## src/rtl/hazard_stall_ctrl.sv

```systemverilog
// rtl/hazard_stall_ctrl.sv - stall/flush controller with per-register countdown scoreboard
//
// Ports:
//   clk, reset                 clock, asynchronous active-high reset
//   id_valid                   ID stage holds a real instruction
//   id_rs1/id_rs2              source register indices
//   id_use_rs1/id_use_rs2      source is actually read
//   id_regWrite, id_rd         ID instruction writes id_rd
//   ex_branch_taken            branch resolved taken in EXE
//   mem_busy                   data memory not ready, back end frozen
//   stall_front                hold PC and IF/ID
//   flush_ifid                 clear IF/ID on next edge
//   stop_idex                  stop for the ID/EXE register
//   bubble_idex                zero control bits into ID/EXE
//   issue                      ID instruction advances into EXE
//   stall_cause                registered cause: 0 RUN, 1 RAW, 2 MEM, 3 FLUSH
//   stall_count                saturating count of non-RUN cycles
module hazard_stall_ctrl #(
  parameter int NUM_REGS   = 16,
  parameter int WB_LATENCY = 3,
  parameter int CNT_W      = 16,
  localparam int REG_W     = $clog2(NUM_REGS),
  localparam int PEND_W    = $clog2(WB_LATENCY + 1)
) (
  input  logic             clk,
  input  logic             reset,
  input  logic             id_valid,
  input  logic [REG_W-1:0] id_rs1,
  input  logic [REG_W-1:0] id_rs2,
  input  logic             id_use_rs1,
  input  logic             id_use_rs2,
  input  logic             id_regWrite,
  input  logic [REG_W-1:0] id_rd,
  input  logic             ex_branch_taken,
  input  logic             mem_busy,
  output logic             stall_front,
  output logic             flush_ifid,
  output logic             stop_idex,
  output logic             bubble_idex,
  output logic             issue,
  output logic [1:0]       stall_cause,
  output logic [CNT_W-1:0] stall_count
);

  typedef enum logic [1:0] {
    CAUSE_RUN   = 2'd0,
    CAUSE_RAW   = 2'd1,
    CAUSE_MEM   = 2'd2,
    CAUSE_FLUSH = 2'd3
  } cause_t;

  cause_t state_q, state_d;

  logic [PEND_W-1:0] pend_q [NUM_REGS];
  logic [CNT_W-1:0]  stall_count_q;
  logic              raw;

  // A register is readable only once its countdown has drained. The ID
  // instruction's own write is not yet in the scoreboard, so reading its
  // own destination never self-stalls.
  always_comb begin
    raw = id_valid &
          ((id_use_rs1 & (pend_q[id_rs1] != '0)) |
           (id_use_rs2 & (pend_q[id_rs2] != '0)));
  end

  always_comb begin
    state_d     = CAUSE_RUN;
    stall_front = 1'b0;
    flush_ifid  = 1'b0;
    stop_idex   = 1'b0;
    bubble_idex = 1'b0;
    issue       = 1'b0;
    if (mem_busy) begin
      state_d     = CAUSE_MEM;
      stall_front = 1'b1;
      stop_idex   = 1'b1;
    end else if (ex_branch_taken) begin
      state_d     = CAUSE_FLUSH;
      flush_ifid  = 1'b1;
      bubble_idex = 1'b1;
    end else if (raw) begin
      state_d     = CAUSE_RAW;
      stall_front = 1'b1;
      bubble_idex = 1'b1;
    end else begin
      issue       = id_valid;
    end
  end

  always_ff @(posedge clk or posedge reset) begin
    if (reset) begin
      state_q <= CAUSE_RUN;
    end else begin
      state_q <= state_d;
    end
  end

  // Scoreboard: frozen while the back end is held by memory; otherwise
  // every entry drains, and a new issue reloads its destination so the
  // younger writer of a WAW pair wins.
  always_ff @(posedge clk or posedge reset) begin
    if (reset) begin
      for (int r = 0; r < NUM_REGS; r++) begin
        pend_q[r] <= '0;
      end
    end else if (!mem_busy) begin
      for (int r = 0; r < NUM_REGS; r++) begin
        if (issue && id_regWrite && (id_rd == REG_W'(r))) begin
          pend_q[r] <= PEND_W'(WB_LATENCY);
        end else if (pend_q[r] != '0) begin
          pend_q[r] <= pend_q[r] - PEND_W'(1);
        end
      end
    end
  end

  always_ff @(posedge clk or posedge reset) begin
    if (reset) begin
      stall_count_q <= '0;
    end else if ((state_d != CAUSE_RUN) && (stall_count_q != '1)) begin
      stall_count_q <= stall_count_q + CNT_W'(1);
    end
  end

  assign stall_cause = state_q;
  assign stall_count = stall_count_q;

endmodule

```

## config.mk

```make
export PLATFORM = sky130hd
export DESIGN_NAME = hazard_stall_ctrl
export DESIGN_NICKNAME = d
export VERILOG_FILES = /design/src/rtl/hazard_stall_ctrl.sv
export SDC_FILE = /design/constraint.sdc
export NUM_CORES = 1
export LEC_CHECK = 0
export CORE_ASPECT_RATIO = 1.1
export CORE_MARGIN = 2
export CORE_UTILIZATION = 55
export DETAILED_ROUTE_END_ITERATION = 10
export PLACE_DENSITY_LB_ADDON = 0.05
export SYNTH_ARGS = -nofsm -noshare
export SYNTH_HDL_FRONTEND = slang
export SYNTH_SLANG_ARGS = --single-unit
```

## constraint.sdc

```tcl
create_clock -name clk -period 3.3 [get_ports clk]
set_input_delay 0.66 -clock clk [delete_from_list [all_inputs] [get_ports clk]]
set_output_delay 0.66 -clock clk [all_outputs]
set_load 0.02 [all_outputs]
```

Word-level counts from Yosys, hierarchy flattened --
Index checks and enable logic that the tools add are counted. Widths: inputs -> output; s select.
Operators by class: add/sub/neg operators 17, order comparisons 2, equality and inequality tests 16, multiplexer cells 52, bitwise operators 7, reduce and logical (&&, ||, !) cells 70
Operators by type and width (count):
- $mux 2 | 38
- $reduce_bool 2->1 | 35
- $eq 4x4->1 const B | 8
- $reduce_and 2->1 | 16
- $sub 2x1->2 const B | 16
- $logic_and 1x1->1 | 18
- $add 16x1->16 const B | 1
- $bmux 2 s4 | 2
- $eq 4x3->1 const B | 4
- $ne 16x16->1 const B | 1
- $mux 1 | 12
- $ge 5x5->1 const B | 2
- $not 4->5 | 2
- $eq 4x2->1 const B | 2
- $eq 4x1->1 const B | 1
- $logic_not 4->1 | 1
- $and 1x1->1 | 3
- $not 1->1 | 1
- $or 1x1->1 | 1
Word-level totals: flip-flop bits (word level) 50, bits of input ports 20, word-level logic and storage cells 182

Depth between registers and ports, before layout --
Gate-level depths: netlist of the first run.
depth after elaboration 15, depth in mapped cells 9

Worst setup path after synthesis of the first run --
No wires, ideal clock.
kind in2out, from input port id_rs1[1], to output port bubble_idex, arrival time 2.313 ns, data required time 2.640 ns, path slack 0.327 ns, stages 7, buffers on the path 0, path through inv_2 -> mux4_2 -> a221o_1 -> a21oi_2 -> a31o_2 -> nand2_1 -> a21oi_1
On the way: cells in the longest elaborated chain, start to end 11
Ends and longest elaborated chain:
- start, declared | RTL line 28 | input logic [REG_W-1:0] id_rs1,
- $not 4->5 (implied by the code) | RTL line 63 | ((id_use_rs1 & (pend_q[id_rs1] != '0)) |
- $bmux 2 s4 | RTL line 63
- $mux 2 (implied by the code) (2 in series) | RTL line 63
- $reduce_bool 2->1 | RTL line 63
- $and 1x1->1 | RTL line 63
- $or 1x1->1 | RTL line 63
- $and 1x1->1 | RTL line 62 | raw = id_valid &
- $mux 1 | RTL line 82 | end else if (raw) begin
- $mux 1 | RTL line 78 | end else if (ex_branch_taken) begin
- $mux 1 | RTL line 74 | if (mem_busy) begin
- end, declared | RTL line 39 | output logic bubble_idex,
No other way between the ends. The select of a mux whose other input is x is not followed.

Worst setup path in the final report of the first run --
from input port id_rs1[1], to output port stall_front
On the way: cells in the longest elaborated chain, start to end 11
Ends and longest elaborated chain:
- $not 4->5 (implied by the code) | RTL line 63
- $bmux 2 s4 | RTL line 63
- $mux 2 (implied by the code) (2 in series) | RTL line 63
- $reduce_bool 2->1 | RTL line 63
- $and 1x1->1 | RTL line 63
- $or 1x1->1 | RTL line 63
- $and 1x1->1 | RTL line 62
- $mux 1 | RTL line 82
- $mux 1 | RTL line 78
- $mux 1 | RTL line 74
- end, declared | RTL line 36 | output logic stall_front,
No other way between the ends. The select of a mux whose other input is x is not followed.

==> metrics.md, run 1 <==
| Metric | Value |
|---|---|
| Worst Setup End Kind | output pin |
| Top cell type's share of synthesized area | 0.4027 |
| Slowest-stage cell, CP | mux4_2 |
| Post-synthesis compound-gate area fraction | 0.1418 |
| Initial Util | 0.5721 |
| YS warnings | 0 |
| Critical path class | in2out |
| GRT Util Overall | 0.2248 |
| Synth cell count leaders | 50 x dfrtp_1, 44 x nor2_1, 40 x inv_1 |
| Net Sw Frac | 0.3917 |
| Logic pwr share | 0.451 |
| Pint | 1.688 mW |
| Worst slack, placed | -616.8 ps |
| R2R depth | 10 |
| Synth Area in Adders | 0.06847 |
| Slew headroom | 0.5740 |
| Routed WL | roughly 6400 µm |
| Synth Area in Simple Gates | 0.1929 |
| Cells after Synth | 340 |
| Area grow syn2layout | 20.94% |
| #FFs+latches synth | 50 |
| Sequential cell fraction of total power | 0.416 |
| Setup Skew | ~12 ps |
| Clock share of power | 0.134 |
| Finished layout cell area | 3757 µm² |
| MaxCap Viol Count | 0 |
| Largest net degree at the start of global routing | 51 |
| Worst r2r dst | pend_q[2]$_DFFE_PP0P_ |
| Post-Synth XOR/XNOR Area | 0.08739 |
| Final hold violations | 0 |
| Maximum VDD drop | around 0.50 mV |
| Sink Count | 50 |
| Largest stage delay on the critical path | between 400 and 500 ps |
| Routed vias | around 2400 |
| Synth Net Count | 377 |
| Initial antenna violation count | 0 |
| Layout net count | roughly 430 |
| CP cell instances | dlygate4sd2_1, inv_2, mux4_2, a221o_1, a21oi_2, a31o_2, nand2_1, o21bai_1, buf_4 |
| P_leak | between 1.5 and 2 nW |
| Hold Path Class | reg2reg |
| Max-slew violation count | 0 |
| IO buf count | 42 |
| Hold path start | stall_count[15]$_DFFE_PP0P_ |
| Buf/Inv on CP | 3 |
| Final Critical Period | ~3200 ps |
| First-pass GRT wire length | ~11000 µm |
| Synth area leaders | dfrtp_1 40%, ha_1 6.8%, nor2_1 5.3% |
| Hold-fix buffers, CTS | 0 |
| Placer Congestion | ~0.78 |
| CTS Buf Count | 5 |
| Avg Cell Area, Syn | 9.137 µm² |
| Most frequent cell after synthesis | dfrtp_1 |
| Main combinational cell family by area after synthesis | simple AND/OR/NAND/NOR gates |
| RSZ-0062 raised after global routing | no |
| Least-Margin Pin Slew | approximately 640 ps |
| Post-DRT Antenna Nets | 0 |
| Remaining global-route overflow | 0 |
| Psw | 1.087 mW |
| CTS tree | yes |
| Root buf cell | clkbuf_8 |
| Worst r2r src | pend_q[9]$_DFFE_PP0P_ |
| Dpl hpwl | roughly 4700 µm |
| FF/Latch Area | 1251 µm² |
| Max Fclk | 310.2 MHz |
| Maximum clock path buffer count | 2 |
| Hold path cells | 1 |
| Setup violations, final | 0 |
| Multi-input gate area | approximately 1600 µm² |
| Period utilization | 0.9768 |
| H-tree Lvls | 2 |
| Critical-path maximum fanout | 3 |
| Clock Pin Slew Worst Setup and Hold Paths | 90 ps |
| Number of global-route vias before repair | roughly 2400 |
| Skew-Pair Late Insertion Delay | around 300 ps |
| Mux cell area share after synthesis | 0.03383 |
| Avg WL per Cell | 13.74 µm |
| # rows | 28 |
| Placed Area | 3669 µm² |
| Arrival time worst endpoint | ~2600 ps |
| Layout cells sized above 1 | 0.1327 |
| Yosys cell types | 46 |
| Number of synthesized flops with an enable pin | 0 |
| Family with the most delay on the worst path | compound AO/OA/AOI/OAI gates |
| Setup slack, reg-to-reg | 710 ps |
| Status | completed |
| Main synth FF type | dfrtp_1 |
| Vias per inst | 5.236 |
| Post-synth top area cell | dfrtp_1 |
| Pwr dens | approximately 740 nW/µm² |
| # IOs | 43 |
| Fillers | 460 |
| Netlist Area Pre-Place | 3107 µm² |
| Antenna Cells | 0 |
| DR pass1 iterations | 4 |
| Post-synthesis async set-or-reset flop share | 1.000 |
| Critical Path RT | 2640 ps |
| Remaining routing DRC violations | 0 |
| Die width | around 76 µm |
| Hold endpoint | stall_count[15]$_DFFE_PP0P_ |
| Initial DRC Count | between 100 and 150 |
| Final Total Pwr | between 2 and 3 mW |
| Worst Setup Start Kind | input port |
| Final setup margin | between 70 and 80 ps |
| Die Area | roughly 6300 µm² |
| Seq/Total Area, Yosys | 0.4027 |
| Core ar. | between 5000 and 6000 µm² |
| Die Span Y | slightly above 80 µm |
==> flip-flops by register name (all words and copies together) (netlist names) <==
register / count
pend_q: 32
stall_count: 16
stall_cause: 2
==> cell type report <==
type,instances,share of cell area
Timing Repair Buffer,58,0.1405
Clock buffer,7,0.02298
Multi-Input combinational cell,235,0.4362
Inverter,41,0.04096
Tap cell,75,0.02498
Clock inverter,1,0.001332
Sequential cell,50,0.3330
==> per-stage QoR <==
step | TNS, ps | hold WS, ps | std cells | utilization
finish | 0 | 489.5 | 467 | 0.6919
floorplan | 0 | 504.1 | 340 | -
CTS | 0 | 494.6 | 467 | 0.6915
global placement | -2718 | 475.3 | 459 | 0.6756
global route | 0 | 513.4 | 467 | 0.6919
detailed placement | -3231 | 475.4 | 459 | 0.6756
==> cell families (layout without fill, tap and decap cells) <==
family / Yosys count / count (layout)
mux: 5 / 5
simple gates: 109 / 109
xor+xnor: 31 / 31
compound gates: 73 / 73
fa+ha+maj: 17 / 17
buf+inv: 55 / 107
flops: 50 / 50
==> worst max path at each step <==
stage               from          end  depth (start not counted)
6_report       id_rs1[1]  stall_front                          9
5_1_grt        id_rs1[1]  stall_front                          9
4_1_cts        id_rs1[1]        issue                          9
3_5_place_dp   id_rs1[1]  bubble_idex                          8
3_3_place_gp   id_rs1[1]  bubble_idex                          8
2_1_floorplan  id_rs1[1]  bubble_idex                          7
==> metal layers <==
layer / vias up / global-route usage / part of all wire / wire length, µm
li1: 1249 / - / - / -
met1: 1137 / 0.3339 / 0.49 / 3112
met2: 48 / 0.3391 / 0.46 / 2958
met3: 11 / 0.03155 / 0.034 / 216
met4: 0 / 0.06699 / 0.020 / 129
met5: - / 0 / 0 / 0
==> placed cells by master (no fill, tap or decap), types with 2 or more instances in the layout <==
cell type | netlist | routed
dlygate4sd2_1 | 0 | 2
o21ai_1 | 15 | 15
nor4b_2 | 3 | 3
inv_1 | 40 | 39
nor3b_1 | 2 | 2
mux4_2 | 3 | 3
nor3_2 | 9 | 9
nand2_1 | 21 | 21
nand3_1 | 5 | 5
inv_2 | 1 | 2
clkdlybuf4s50_1 | 0 | 37
nor2_1 | 44 | 44
nor3_1 | 3 | 3
or4b_1 | 2 | 2
o21ai_0 | 29 | 29
o21bai_1 | 7 | 7
and3_1 | 4 | 4
ha_1 | 17 | 17
dfrtp_1 | 50 | 50
clkbuf_8 | 0 | 6
buf_4 | 1 | 18
nand4_1 | 5 | 5
xor2_1 | 15 | 15
a21oi_2 | 1 | 2
a21oi_1 | 9 | 8
xnor2_1 | 16 | 16
nor2b_1 | 2 | 2
o211ai_1 | 3 | 3
or3_1 | 3 | 3
nand2b_1 | 2 | 2
==> power by group through the flow <==
stage	logic (mW)	registers, mW	clock network (mW)
after floorplan	0.845	1.18	0
after global placement	1.20	1.16	0
after detailed placement	1.25	1.17	0
after CTS	1.26	1.15	0.386
after global routing	1.44	1.21	0.413
final	1.25	1.15	0.371
==> what timing repair did <==
item / in CTS / in global routing
cloned: 0 / 0
resized for setup: 12 / 6
buffers inserted: 0 / 0
pin swaps: 0 / 0
endpoints found under the setup margin: 3 / 3
==> worst reg2reg max path, stage by stage (launching register included) <==
cell,delay (ps)
dfrtp_1,400
nor2_1,210
mux4_2,270
a221o_1,150
a21oi_2,50
buf_4,150
a311o_1,330
buf_4,150
or4b_1,450
buf_4,190
o21ai_1,150
Note: power is estimated with default switching activity, not from simulation.
==> run 2: changes to the inputs <==
HOLD_SLACK_MARGIN = 0.08   (was not set)
==> results of run 2 <==
Final layout, timing and power as in run 1 (identical DEF).
==> run 3: changes to the inputs <==
GPL_TIMING_DRIVEN = 0   (was not set)
==> metrics.md, run 3 (synthesized netlist as in run 1, its figures left out) <==
| Metric | Value |
|---|---|
| CTS Buf Count | 5 (unchanged) |
| CTS tree | yes (unchanged) |
| Largest net degree at the start of global routing | 31 (was 51) |
| Slowest-stage cell, CP | mux4_2 (unchanged) |
| Setup TNS Final | 0 ps (unchanged) |
| Critical-path maximum fanout | 3 (unchanged) |
| Family with the most delay on the worst path | compound AO/OA/AOI/OAI gates (unchanged) |
| Max reg flops | 32 (unchanged) |
| Sink Count | 50 (unchanged) |
| Setup Skew | 9.696 ps (was 12.21 ps) |
| Hold-fix buffers, CTS | 0 (unchanged) |
| Buf/Inv on CP | 4 (was 3) |
| Setup slack, reg-to-reg | 750 ps (was 710 ps) |
| # rows | 28 (unchanged) |
| Setup violations, final | 0 (unchanged) |
| Hold slack | 490.7 ps (was 489.5 ps) |
| Clock Pin Slew Worst Setup and Hold Paths | 90 ps (about the same) |
| Final setup margin | 55.41 ps (was 76.72 ps) |
| Die Area | 6267 µm² (unchanged) |
| Remaining routing DRC violations | 0 (unchanged) |
| Least-Margin Pin Slew | 498.5 ps (was 639.1 ps) |
| Critical Path RT | 2640 ps (about the same) |
| Area grow syn2layout | 20.38% (was 20.94%) |
| Most frequent cells in the layout | 50 x dfrtp_1, 44 x nor2_1, 39 x inv_1, 36 x clkdlybuf4s50_1, 29 x o21ai_0 (was 50 x dfrtp_1, 44 x nor2_1, 39 x inv_1, 37 x clkdlybuf4s50_1, 29 x o21ai_0) |
| Worst r2r dst | pend_q[22]$_DFFE_PP0P_ (was pend_q[2]$_DFFE_PP0P_) |
| Max Fclk | 308.2 MHz (was 310.2 MHz) |
| P_leak | 1.682 nW (was 1.711 nW) |
| Worst setup startpoint | id_rs1[1] (unchanged) |
| Largest stage delay on the critical path | 500 ps (was 480 ps) |
| Fillers | 440 (was 460) |
| Worst Setup Start Kind | input port (unchanged) |
| Antenna Cells | 0 (unchanged) |
| Pwr dens | 760.2 nW/µm² (was 738.4 nW/µm²) |
| Layout net count | 426 (was 428) |
| # IOs | 43 (unchanged) |
| Initial Util | 0.5721 (unchanged) |
| Top reg by flops | pend_q (unchanged) |
| Maximum clock path buffer count | 2 (unchanged) |
| Post-DRT Antenna Nets | 0 (unchanged) |
| Hold endpoint | stall_count[12]$_DFFE_PP0P_ (was stall_count[15]$_DFFE_PP0P_) |
| Avg WL per Cell | 14.45 µm (was 13.74 µm) |
| Core ar. | 5430 µm² (unchanged) |
| IO buf count | 40 (was 42) |
| H-tree Lvls | 2 (unchanged) |
| Worst Setup End Kind | output pin (unchanged) |
| Die Span Y | 82.83 µm (unchanged) |
| RSZ-0062 raised after global routing | no (unchanged) |
| Status | completed (unchanged) |
| Worst r2r src | pend_q[16]$_DFFE_PP0P_ (was pend_q[9]$_DFFE_PP0P_) |
| Arrival time worst endpoint | 2580 ps (was 2560 ps) |
| Most common cell after layout, fill and taps aside | dfrtp_1 (unchanged) |
| Skew-Pair Late Insertion Delay | 300 ps (about the same) |
| Root buf cell | clkbuf_8 (unchanged) |
| Routed WL | 6720 µm (was 6416 µm) |
| DR pass1 iterations | 4 (unchanged) |
| Max-slew violation count | 0 (unchanged) |
| Vias per inst | 5.417 (was 5.236) |
| GRT Util Overall | 0.2302 (was 0.2248) |
| Initial DRC Count | 139 (was 110) |
| Maximum VDD drop | 0.5282 mV (was 0.5022 mV) |
| Dpl hpwl | 5059 µm (was 4712 µm) |
| Number of global-route vias before repair | 2371 (was 2402) |
| Hold path start | stall_count[12]$_DFFE_PP0P_ (was stall_count[15]$_DFFE_PP0P_) |
| Initial antenna violation count | 0 (unchanged) |
| First-pass GRT wire length | 11250 µm (was 11060 µm) |
| R2R depth | 9 (was 10) |
| Hold path cells | 1 (unchanged) |
| Final Total Pwr | 2.843 mW (was 2.774 mW) |
| Placer Congestion | 0.7807 (was 0.7751) |
| Period utilization | 0.9832 (was 0.9768) |
| CP cell instances | clkdlybuf4s15_2, inv_2, mux4_2, a221o_1, a21oi_4, a311o_1, inv_1, clkdlybuf4s15_1 (was dlygate4sd2_1, inv_2, mux4_2, a221o_1, a21oi_2, a31o_2, nand2_1, o21bai_1, buf_4) |
| Layout cells sized above 1 | 0.1154 (was 0.1327) |
| Slew headroom | 0.6677 (was 0.5740) |
| Die width | 75.66 µm (unchanged) |
| Critical path class | in2out (unchanged) |
| Hold Path Class | reg2reg (unchanged) |
| Worst slack, placed | -825.3 ps (was -616.8 ps) |
| Final Critical Period | 3245 ps (was 3223 ps) |
| Routed vias | 2519 (was 2445) |
| Remaining global-route overflow | 0 (unchanged) |
| Final hold violations | 0 (unchanged) |
| MaxCap Viol Count | 0 (unchanged) |
run 3: cell types whose count changed in the layout (fill, tap and decap cells not counted), sizes merged:
cell	change
buf	-6
bufinv	+1
clkbuf	+5
clkdlybuf4s15	+2
clkdlybuf4s50	-1
clkinv	-1
dlygate4sd2	-2
run 3: worst register-to-register path: stages, from the launching register on:
cell	delay, ps
dfrtp_1	420
o21ai_0	170
o21ai_0	140
o221ai_1	220
o21ai_2	130
a311o_1	410
buf_4	160
or4b_1	450
buf_2	200
o21ai_1	170
run 3: how the worst max path moves through the flow:
stage	endpoint	slack, ps	cells past startpoint
6_report	issue	60	8
3_5_place_dp	bubble_idex	-830	8
5_1_grt	bubble_idex	2	9
3_3_place_gp	bubble_idex	-790	8
4_1_cts	bubble_idex	50	9
2_1_floorplan	bubble_idex	330	7
run 3: final cells by class:
type                    count  area (µm²)  share of cell area
multi-input cells         235        1640              0.4386
well taps                  75       93.84             0.02509
inverters                  41       153.9             0.04115
clock buffers               7       76.32             0.02041
flip-flops and latches     50        1251              0.3346
repair buffers             42       421.7              0.1127
clock inverters             1       30.03            0.008029
plain buffers              14       72.57             0.01940
run 3: repair_timing:
action	CTS	global route
hold endpoints to repair	0	0
endpoints found under the setup margin	3	1
gates resized for setup	16	0
gates cloned	0	0
pin swaps	2	1
setup buffers	1	0
run 3: report_power, final:
part | internal [mW] | switching [mW]
logic | 0.624 | 0.639
registers | 0.884 | 0.270
clock network | 0.227 | 0.198
run 3: per-layer routing:
metal  global-route usage  wire (µm)
met1               0.3344       3161
met3              0.04005        270
met4              0.05263        100
met2               0.3581       3187
met5                    0          0
run 3: through the flow:
step,instances,area (µm²),utilization
floorplan,340,3107,-
global placement,455,3601,0.6631
detailed placement,456,3621,0.6668
CTS,465,3740,0.6887
global route,465,3740,0.6887
finish,465,3740,0.6887
